[config.mk]
export PLATFORM = sky130hd
export DESIGN_NAME = bin2bcd_seq
export DESIGN_NICKNAME = d
export VERILOG_FILES = /design/src/rtl/bin2bcd_seq.sv
export SDC_FILE = /design/constraint.sdc
export NUM_CORES = 1
export LEC_CHECK = 0
export ABC_AREA = 0
export CAP_MARGIN = 5
export CORE_MARGIN = 1
export CORE_UTILIZATION = 35
export DETAILED_ROUTE_END_ITERATION = 7
export MAX_ROUTING_LAYER = met4
export PLACE_DENSITY = 0.62
export SLEW_MARGIN = 20
export SYNTH_ARGS = -nofsm -noshare
export SYNTH_HDL_FRONTEND = slang
export SYNTH_SLANG_ARGS = --single-unit
[constraint.sdc]
create_clock -name clk -period 4.6 [get_ports clk]
set_input_delay 0.92 -clock clk [delete_from_list [all_inputs] [get_ports clk]]
set_output_delay 0.92 -clock clk [all_outputs]
set_load 0.05 [all_outputs]
[src/rtl/bin2bcd_seq.sv]
// Sequential binary-to-BCD converter using shift-and-add-3.
// Each input bit takes one ADD3 clock and one SHIFT clock; the result is published on DONE entry.
module bin2bcd_seq #(
  parameter int IN_W   = 16,
  parameter int DIGITS = 5,
  parameter int CNT_W  = 5
) (
  input  logic                  clk,
  input  logic                  rst,
  input  logic                  init,
  input  logic [IN_W-1:0]       bin_in,
  output logic [4*DIGITS-1:0]   bcd_out,
  output logic                  busy,
  output logic                  done
);

  localparam int BCD_W = 4 * DIGITS;
  localparam logic [CNT_W-1:0] LAST_CNT = CNT_W'(IN_W - 1);

  typedef enum logic [1:0] {
    IDLE  = 2'd0,
    ADD3  = 2'd1,
    SHIFT = 2'd2,
    DONE  = 2'd3
  } state_t;

  state_t             state_q, state_d;
  logic [IN_W-1:0]    bin_sh_q, bin_sh_d;
  logic [BCD_W-1:0]   bcd_sh_q, bcd_sh_d;
  logic [CNT_W-1:0]   cnt_q, cnt_d;
  logic [BCD_W-1:0]   bcd_out_d;
  logic               busy_d, done_d;

  // Digits of 5..9 are pre-corrected so the following left shift carries into the next digit.
  function automatic logic [BCD_W-1:0] add3_digits(input logic [BCD_W-1:0] v);
    logic [BCD_W-1:0] r;
    r = v;
    for (int i = 0; i < DIGITS; i++) begin
      if (v[4*i +: 4] >= 4'd5) r[4*i +: 4] = v[4*i +: 4] + 4'd3;
    end
    return r;
  endfunction

  always_ff @(posedge clk or negedge rst) begin
    if (!rst) begin
      state_q  <= IDLE;
      bin_sh_q <= '0;
      bcd_sh_q <= '0;
      cnt_q    <= '0;
      bcd_out  <= '0;
      busy     <= 1'b0;
      done     <= 1'b0;
    end else begin
      state_q  <= state_d;
      bin_sh_q <= bin_sh_d;
      bcd_sh_q <= bcd_sh_d;
      cnt_q    <= cnt_d;
      bcd_out  <= bcd_out_d;
      busy     <= busy_d;
      done     <= done_d;
    end
  end

  always_comb begin
    state_d   = state_q;
    bin_sh_d  = bin_sh_q;
    bcd_sh_d  = bcd_sh_q;
    cnt_d     = cnt_q;
    bcd_out_d = bcd_out;
    busy_d    = busy;
    done_d    = done;
    case (state_q)
      IDLE: begin
        if (init) begin
          bin_sh_d = bin_in;
          bcd_sh_d = '0;
          cnt_d    = '0;
          busy_d   = 1'b1;
          state_d  = ADD3;
        end
      end
      ADD3: begin
        bcd_sh_d = add3_digits(bcd_sh_q);
        state_d  = SHIFT;
      end
      SHIFT: begin
        bcd_sh_d = {bcd_sh_q[BCD_W-2:0], bin_sh_q[IN_W-1]};
        bin_sh_d = {bin_sh_q[IN_W-2:0], 1'b0};
        cnt_d    = cnt_q + 1'b1;
        if (cnt_q == LAST_CNT) begin
          bcd_out_d = {bcd_sh_q[BCD_W-2:0], bin_sh_q[IN_W-1]};
          busy_d    = 1'b0;
          done_d    = 1'b1;
          state_d   = DONE;
        end else begin
          state_d   = ADD3;
        end
      end
      DONE: begin
        done_d = 1'b1;
        if (!init) begin
          done_d  = 1'b0;
          state_d = IDLE;
        end
      end
      default: begin
        busy_d  = 1'b0;
        done_d  = 1'b0;
        state_d = IDLE;
      end
    endcase
  end

endmodule
**Yosys cells after proc, flatten, opt, wreduce, memory -nomap -nowiden**

Cells that the tools add are included.

- Input port bits: 19
- Bits in registers: 65

- Multiplexer cells: 21
- Order comparisons: 5
- $add $sub $neg: 6
- Reduce and logical (&&, ||, !) cells: 14
- Equal/unequal tests: 12

Operators by type and width:

| operator | number |
|---|---|
| $pmux W20 S3 | 1 |
| $pmux W16 S2 | 1 |
| $add A4 B2 Y4 const B | 5 |
| $ge A4 B3 Y1 const B | 5 |
| $mux W20 | 1 |
| $mux W4 | 5 |
| $reduce_and A3 Y1 | 6 |
| $mux W16 | 1 |
| $ne A2 B2 Y1 const B | 8 |
| $pmux W5 S2 | 1 |
| $pmux W2 S4 | 1 |
| $reduce_and A2 Y1 | 4 |
| $mux W2 | 3 |
| $add A5 B1 Y5 const B | 1 |
| $eq A5 B4 Y1 const B | 1 |
| $mux W5 | 1 |
| $eq A2 B2 Y1 const B | 2 |
| $mux W1 | 4 |
| $pmux W1 S2 | 2 |
| $reduce_bool A2 Y1 | 2 |
| $reduce_bool A3 Y1 | 1 |
| $eq A2 B1 Y1 const B | 1 |
| $logic_not A2 Y1 | 1 |

**Longest topological paths before layout**

Gate-level depths: netlist of run 1.

- Depth in word-level cells: 3
- Gate-level depth with buffers: 8
- Mapped depth without buffers: 6

**Worst setup path before layout of run 1**

No wires, ideal clock.

- Kind: input to register
- Start point: input init
- End point: register bcd_sh_q[18]
- Stages: 5
- Setup slack: 2.787 ns
- Arrival: 1.688 ns
- Required time: 4.475 ns
- Path through: nand2b_4 nand2b_4 buf_6 nor2_4 mux2_2

- Word-level cells in the longest chain between the ends: 2

Ends and longest elaborated chain:

| element | RTL line | source |
|---|---|---|
| start, declared | 10 | `input logic init,` |
| $ne A2 B2 Y1 (no source line) | - |  |
| $reduce_and A3 Y1 (no source line) | - |  |
| end signal, assigned | 56 | `bcd_sh_q <= bcd_sh_d;` |
| end, declared | 29 | `logic [BCD_W-1:0] bcd_sh_q, bcd_sh_d;` |

Every way passes these cells.
A chain may end at the register's enable or synchronous reset.

**Worst setup path after layout of run 1**

- Start point: register state_q[0]
- End point: register bcd_out[3]

- Word-level cells in the longest chain between the ends: 2

Ends and longest elaborated chain:

| element | RTL line | source |
|---|---|---|
| start, declared | 27 | `state_t state_q, state_d;` |
| start signal, assigned | 54 | `state_q <= state_d;` |
| $eq A2 B2 Y1 | 72 | `case (state_q)` |
| $reduce_and A2 Y1 (no source line) | - |  |
| end signal, assigned | 58 | `bcd_out <= bcd_out_d;` |
| end, declared | 12 | `output logic [4*DIGITS-1:0] bcd_out,` |

Every way passes these cells.

==> results of run 1 <==
-- layout by cell type, fill, tap and decap left out, types with 9 or more instances in the layout --
cell             Yosys  routed
mux2_2              13      13
o21ai_0             52      52
nand2b_1            10      10
nand2_1             53      53
inv_1               16      16
clkbuf_8             0      10
ha_1                16      16
dfrtp_1             65      65
mux2i_1             22      21
a21oi_1              9       9
clkdlybuf4s50_1      0      39
-- critical path, stage by stage (launching register included) --
cell and delay (ns):
dfrtp_1 0.43, inv_1 0.10, ha_1 0.58, buf_4 0.46, nand2_1 0.30, buf_4 0.31, mux2_2 0.29
-- logic make-up (layout without fill, tap and decap cells) --
logic type,after synthesis,count (layout),share of synthesized area [%]
compound gates,93,93,17.2
xor+xnor,6,6,1.55
fa+ha+maj,16,16,5.89
buf+inv,33,77,4.90
flops,65,65,47.9
mux,35,35,10.8
simple gates,84,84,11.8
-- sequential cells by signal, indices dropped and copies added (netlist names) --
name      flops
bcd_sh_q     20
cnt_q         5
done          1
bin_sh_q     16
state_q       2
bcd_out      20
busy          1
-- power groups by stage --
stage               Sequential, uW  Combinational [uW]  Clock [uW]
finish                         837                 963         475
global route                   860                1090         518
CTS                            837                 970         494
detailed placement             846                 970           0
global placement               842                 948           0
floorplan                      823                 794           0
-- Yosys cell counts, types with 2 or more instances --
library cell	number	share of area, %
and2b_1	2	0.44
a21oi_2	3	0.77
dfrtp_1	65	48
o2111ai_1	4	1.0
nand2_1	53	5.9
o41ai_1	5	1.3
o21ai_0	52	7.7
nand2b_1	10	1.8
a22o_1	3	0.77
o211ai_1	4	0.88
xor2_1	5	1.3
inv_1	16	1.8
clkbuf_1	5	0.55
buf_6	4	1.3
nor2_1	7	0.77
a22oi_1	4	0.88
nor2_4	2	0.66
mux2i_1	22	6.5
buf_2	5	0.74
nand4_1	4	0.74
ha_1	16	5.9
mux2_2	13	4.3
nand2b_4	2	0.81
a21oi_1	9	1.3
-- cell type report --
cell class | instances | share of cell area (%)
well taps | 129 | 3.96
multi-input cells | 234 | 39.4
clock buffers | 13 | 3.65
repair buffers | 44 | 10.5
clock inverters | 3 | 0.982
inverters | 17 | 1.63
flip-flops and latches | 65 | 39.9
-- routing by layer --
layer	up-vias	GRT usage [%]	part of all wire, %	wire length [um]
met3	5	5.13	4.2	293
li1	1244	-	-	-
met2	53	24.9	47	3220
met4	0	3.01	0.69	48
met5	-	-	0	0
met1	1216	20.2	49	3370
-- metrics by stage --
step                      power, uW  hold WS (ns)  instance area, sq um  utilization, %
after floorplan                1620         0.450                  3400               -
after global placement         1790         0.460                  3890            41.7
after detailed placement       1820         0.469                  3890            41.7
after CTS                      2300         0.485                  4080            43.7
after global routing           2470         0.503                  4080            43.7
final                          2270         0.476                  4080            43.7
-- worst min-delay path by stage --
stage                startpoint     endpoint  depth (start not counted)
floorplan           bin_sh_q[0]  bin_sh_q[0]                          2
global placement     bcd_out[2]   bcd_out[2]                          2
detailed placement   bcd_out[4]   bcd_out[4]                          2
CTS                  bcd_out[4]   bcd_out[4]                          2
global route         bcd_out[1]   bcd_out[1]                          2
finish               bcd_out[2]   bcd_out[2]                          2
==> metrics.md, run 1 <==
| Metric | Value |
|---|---|
| Status | finished clean |
| Final Critical Period | 2.60 ns |
| Grt ovf | 0 |
| Leak pwr | 0.00177 uW |
| Max Slew Vio Count | 0 |
| R2r setup slk | 2.00 ns |
| Total GRT Usage | 15.8% |
| Critical Path Sink | bcd_out[3] |
| PwrDens | 558 nW/um^2 |
| Antenna diodes | 0 |
| Post-CTS Hold Buffers | 0 |
| Final Hold Fails | 0 |
| Cells after Synth | 332 |
| Register area share after synthesis | 47.9% |
| Post-cts resize count | 0 |
| Post-CTS Setup Bufs | 0 |
| Worst-Skew Late Latency | 0.34 ns |
| First-pass GRT wire length | 12,200 um |
| Reg2Reg Depth | 6 |
| Final period util | 56.6% |
| Synth warn | 0 |
| Ports | 41 |
| Combinational share of power | 42.3% |
| CTS tree | done |
| RSZ-0062 raised after global routing | false |
| Syn nets | 367 |
| Synthesis-stage register bit count | 65 |
| Layout overhead on the synthesized area | 20.1% |
| Post-DR wirelength/cell | 13.7 um |
| Clock Power Share | 20.9% |
| CP required | 4.82 ns |
| Worst-Margin Slew | 0.886 ns |
| Crit Path Class | reg2reg |
| Yosys cell types | 41 |
| Net Sw Frac | 40.9% |
| Footprint of the multi-input gates | 1610 sq um |
| Startpoint Class | flop |
| Internal | 1350 uW |
| Row count | 35 |
| Vias in the first global route | 2,532 |
| Die area | 10,100 sq um |
| Placed Cells | 489 |
| Clock Skew | 0.0111 ns |
| Max rail drop VDD | 277 uV |
| GP Congestion | 0.823 |
| Max_cap viols | 0 |
| Num CTS Buffers | 9 |
| EDFF count, synth | 0 |
| Drt first pass iters | 4 |
| R2r endpoint | bcd_out[3] |
| Setup TNS | 0 ns |
| Initial Util | 36.4% |
| CTS Root Cell | clkbuf_8 |
| Worst hold path type | reg2reg |
| Die W | 101 um |
| Clk sinks | 65 |
| Layout cells sized above 1 | 11.2% |
| Core footprint | 9330 sq um |
| Slew HR | 39.7% |
| Layout Nets | 406 |
| Post-route ant nets | 0 |
| Post-Route WL | 6930 um |
| Detailed-route DRC error count | 0 |
| Clk slew on worst S/H paths | 0.07 ns |
| Synth Cell Area | 3400 sq um |
| Vias per Instance | 4.99 |
| DR iter-0 viols | 117 |
| H-tree level count | 3 |
| CP Max Fanout | 27 |
| Filler cells | 921 |
| Post-place setup slack | 1.78 ns |
| Reg-to-Reg Start | state_q[0] |
| CTS Buffer Depth | 2 |
| Worst setup path startpoint | state_q[0] |
| DR vias | 2,518 |
| Largest net degree at the start of global routing | 44 |
| Initial antenna violation count | 0 |
| Post-synth top flop | dfrtp_1 |
| Die H | 101 um |
| FF/Latch Area | 1630 sq um |
| Post-DP HPWL | 4800 um |
| Crit path DAT | 2.82 ns |
| Fmax | 384 MHz |
| Final setup fails | 0 |
| Worst Slack Setup Final | 2.00 ns |
| Switching Power | 929 uW |
| # port buffers | 40 |
| Avg Inst Size Synth | 10.2 sq um |
| Asr flop ratio synth | 100% |
| Sequential Power Share | 36.8% |
| Crit path capture type | flop |
| Final Non-Filler Cells | 505 |
(Power assumes the default switching activity.)
==> run 2: changes to the inputs <==
- clock period: 4.6 -> 2.6 ns (I/O delays scaled with it)
==> metrics.md, run 2 (synthesis gave the netlist of run 1 again) <==
| Metric | Value |
|---|---|
| Max_cap viols | 0 (unchanged) |
| Setup TNS | 0 ns (unchanged) |
| Vias per Instance | 4.95 (-0.82%) |
| Fmax | 491 MHz |
| Post-cts resize count | 0 (unchanged) |
| CTS Buffer Depth | 2 (unchanged) |
| Top Family by Delay on Critical Path | buffers and inverters |
| Post-CTS Hold Buffers | 0 (unchanged) |
| First-pass GRT wire length | 12,000 um (-1.3%) |
| Worst-Skew Late Latency | 0.34 ns (about the same) |
| Core footprint | 9330 sq um (unchanged) |
| Crit-path slowest cell | clkdlybuf4s50_1 |
| DR vias | 2,532 (+0.56%) |
| Clock Skew | 0.00633 ns (-0.00472 ns) |
| DR iter-0 viols | 139 (+19%) |
| GP Congestion | 0.848 (+3.1%) |
| Status | finished clean |
| Crit path cell chain | clkdlybuf4s50_1 |
| Total GRT Usage | 15.6% (-0.26 points) |
| Row count | 35 (unchanged) |
| Leak pwr | 0.00181 uW (+2.1%) |
| # port buffers | 40 (unchanged) |
| Post-route ant nets | 0 (unchanged) |
| Detailed-route DRC error count | 0 (unchanged) |
| Most common cell after layout, fill and taps aside | dfrtp_1 |
| CTS Root Cell | clkbuf_8 |
| Initial Util | 36.4% (unchanged) |
| Post-place setup slack | 0.327 ns (-1.46 ns) |
| Largest net degree at the start of global routing | 38 (-14%) |
| Max rail drop VDD | 503 uV (+82%) |
| Filler cells | 919 (-0.22%) |
| Drt first pass iters | 4 (unchanged) |
| Grt ovf | 0 (unchanged) |
| Layout cells sized above 1 | 13.3% (+2.1 points) |
| Slew HR | 65.3% (+26 points) |
| Max Slew Vio Count | 0 (unchanged) |
| Ports | 41 (unchanged) |
| Most frequent cells in the layout | 65 x dfrtp_1, 53 x nand2_1, 52 x o21ai_0, 39 x clkdlybuf4s50_1, 21 x mux2i_1 |
| Startpoint Class | flop |
| PwrDens | 986 nW/um^2 (+77%) |
| Worst-Margin Slew | 0.519 ns (-0.367 ns) |
| Worst hold path type | in2async |
| Final Critical Period | 2.04 ns |
| CP bufs+invs | 1 (-2) |
| Final Hold Fails | 0 (unchanged) |
| Layout overhead on the synthesized area | 21.7% |
| Initial antenna violation count | 0 (unchanged) |
| Clk sinks | 65 (unchanged) |
| Post-CTS Setup Bufs | 0 (unchanged) |
| Die H | 101 um (unchanged) |
| CTS tree | done |
| Die W | 101 um (unchanged) |
| Crit path DAT | 1.52 ns (-1.30 ns) |
| Crit path capture type | primary output |
| H-tree level count | 3 (unchanged) |
| Post-DP HPWL | 4890 um (+1.9%) |
| Post-DR wirelength/cell | 13.4 um (-2.6%) |
| CP Max Fanout | 3 (-89%) |
| FF/Latch Area | 1630 sq um (unchanged) |
| Crit Path Class | reg2out |
| Footprint of the multi-input gates | 1610 sq um (unchanged) |
| Final period util | 78.3% |
| RSZ-0062 raised after global routing | false |
| Post-Route WL | 6840 um (-1.3%) |
| Num CTS Buffers | 9 (unchanged) |
| Clk slew on worst S/H paths | 0.06 ns (about the same) |
| Biggest regs | bcd_out x20, bcd_sh_q x20, bin_sh_q x16 |
| Die area | 10,100 sq um (unchanged) |
| Layout Nets | 413 (+1.7%) |
| CP max stage delay | 0.81 ns (+0.23 ns) |
| CP required | 2.08 ns (-2.74 ns) |
| Antenna diodes | 0 (unchanged) |
| Vias in the first global route | 2,526 (-0.24%) |
| Worst Slack Setup Final | 0.564 ns (-1.43 ns) |
| Final setup fails | 0 (unchanged) |
## run 2: changes by cell type in the layout (fill, tap and decap cells not counted)
cell | previous run | this run
bufinv_16 | 1 | 0
buf_2 | 0 | 1
clkbuf_1 | 3 | 1
clkbuf_8 | 10 | 13
buf_4 | 5 | 11
## run 2: path summary, 6_finish.rpt
kind                       startpoint           to  slack [ns]  cells after the start
max in group asynchronous         rst  bin_sh_q[7]        2.02                      2
max                              done         done        0.56                      1
min in group clk           bcd_out[2]   bcd_out[2]        0.48                      2
min                               rst  bcd_out[13]        0.20                      2
max reg2reg                  cnt_q[0]  bcd_out[19]        0.67                      6
min reg2reg                bcd_out[2]   bcd_out[2]        0.48                      2
## run 2: area by class of cell
type / count / area share, %
well taps: 129 / 3.91
multi-input cells: 234 / 38.9
repair buffers: 51 / 11.6
clock inverters: 2 / 0.242
clock buffers: 14 / 4.42
flip-flops and latches: 65 / 39.4
inverters: 17 / 1.60
## run 2: through the flow
step	hold slack (ns)	util [%]	power (uW)	cell area [sq um]	cells
2_1_floorplan	0.224	-	2860	3400	332
3_3_place_gp	0.462	42.2	3240	3940	496
3_5_place_dp	0.470	42.2	3280	3940	496
5_1_grt	0.220	44.3	4400	4130	512
4_1_cts	0.197	44.3	4110	4130	512
6_report	0.197	44.3	4070	4130	512
## run 2: per-layer routing
metal  track usage (%)  vias to the layer above  wire length (um)
met3              4.02                        9               331
met5                 -                        -                 0
li1                  -                     1256                 -
met2              24.1                       50              3090
met1              19.9                     1217              3340
met4              5.35                        0                76
## run 2: power breakdown
| part | internal, uW | leakage, uW | switching [uW] |
|---|---|---|---|
| Sequential | 1260 | 0.000863 | 213 |
| Combinational | 709 | 0.000845 | 1080 |
| Clock | 448 | 0.000102 | 361 |
| Total | 2420 | 0.00181 | 1660 |
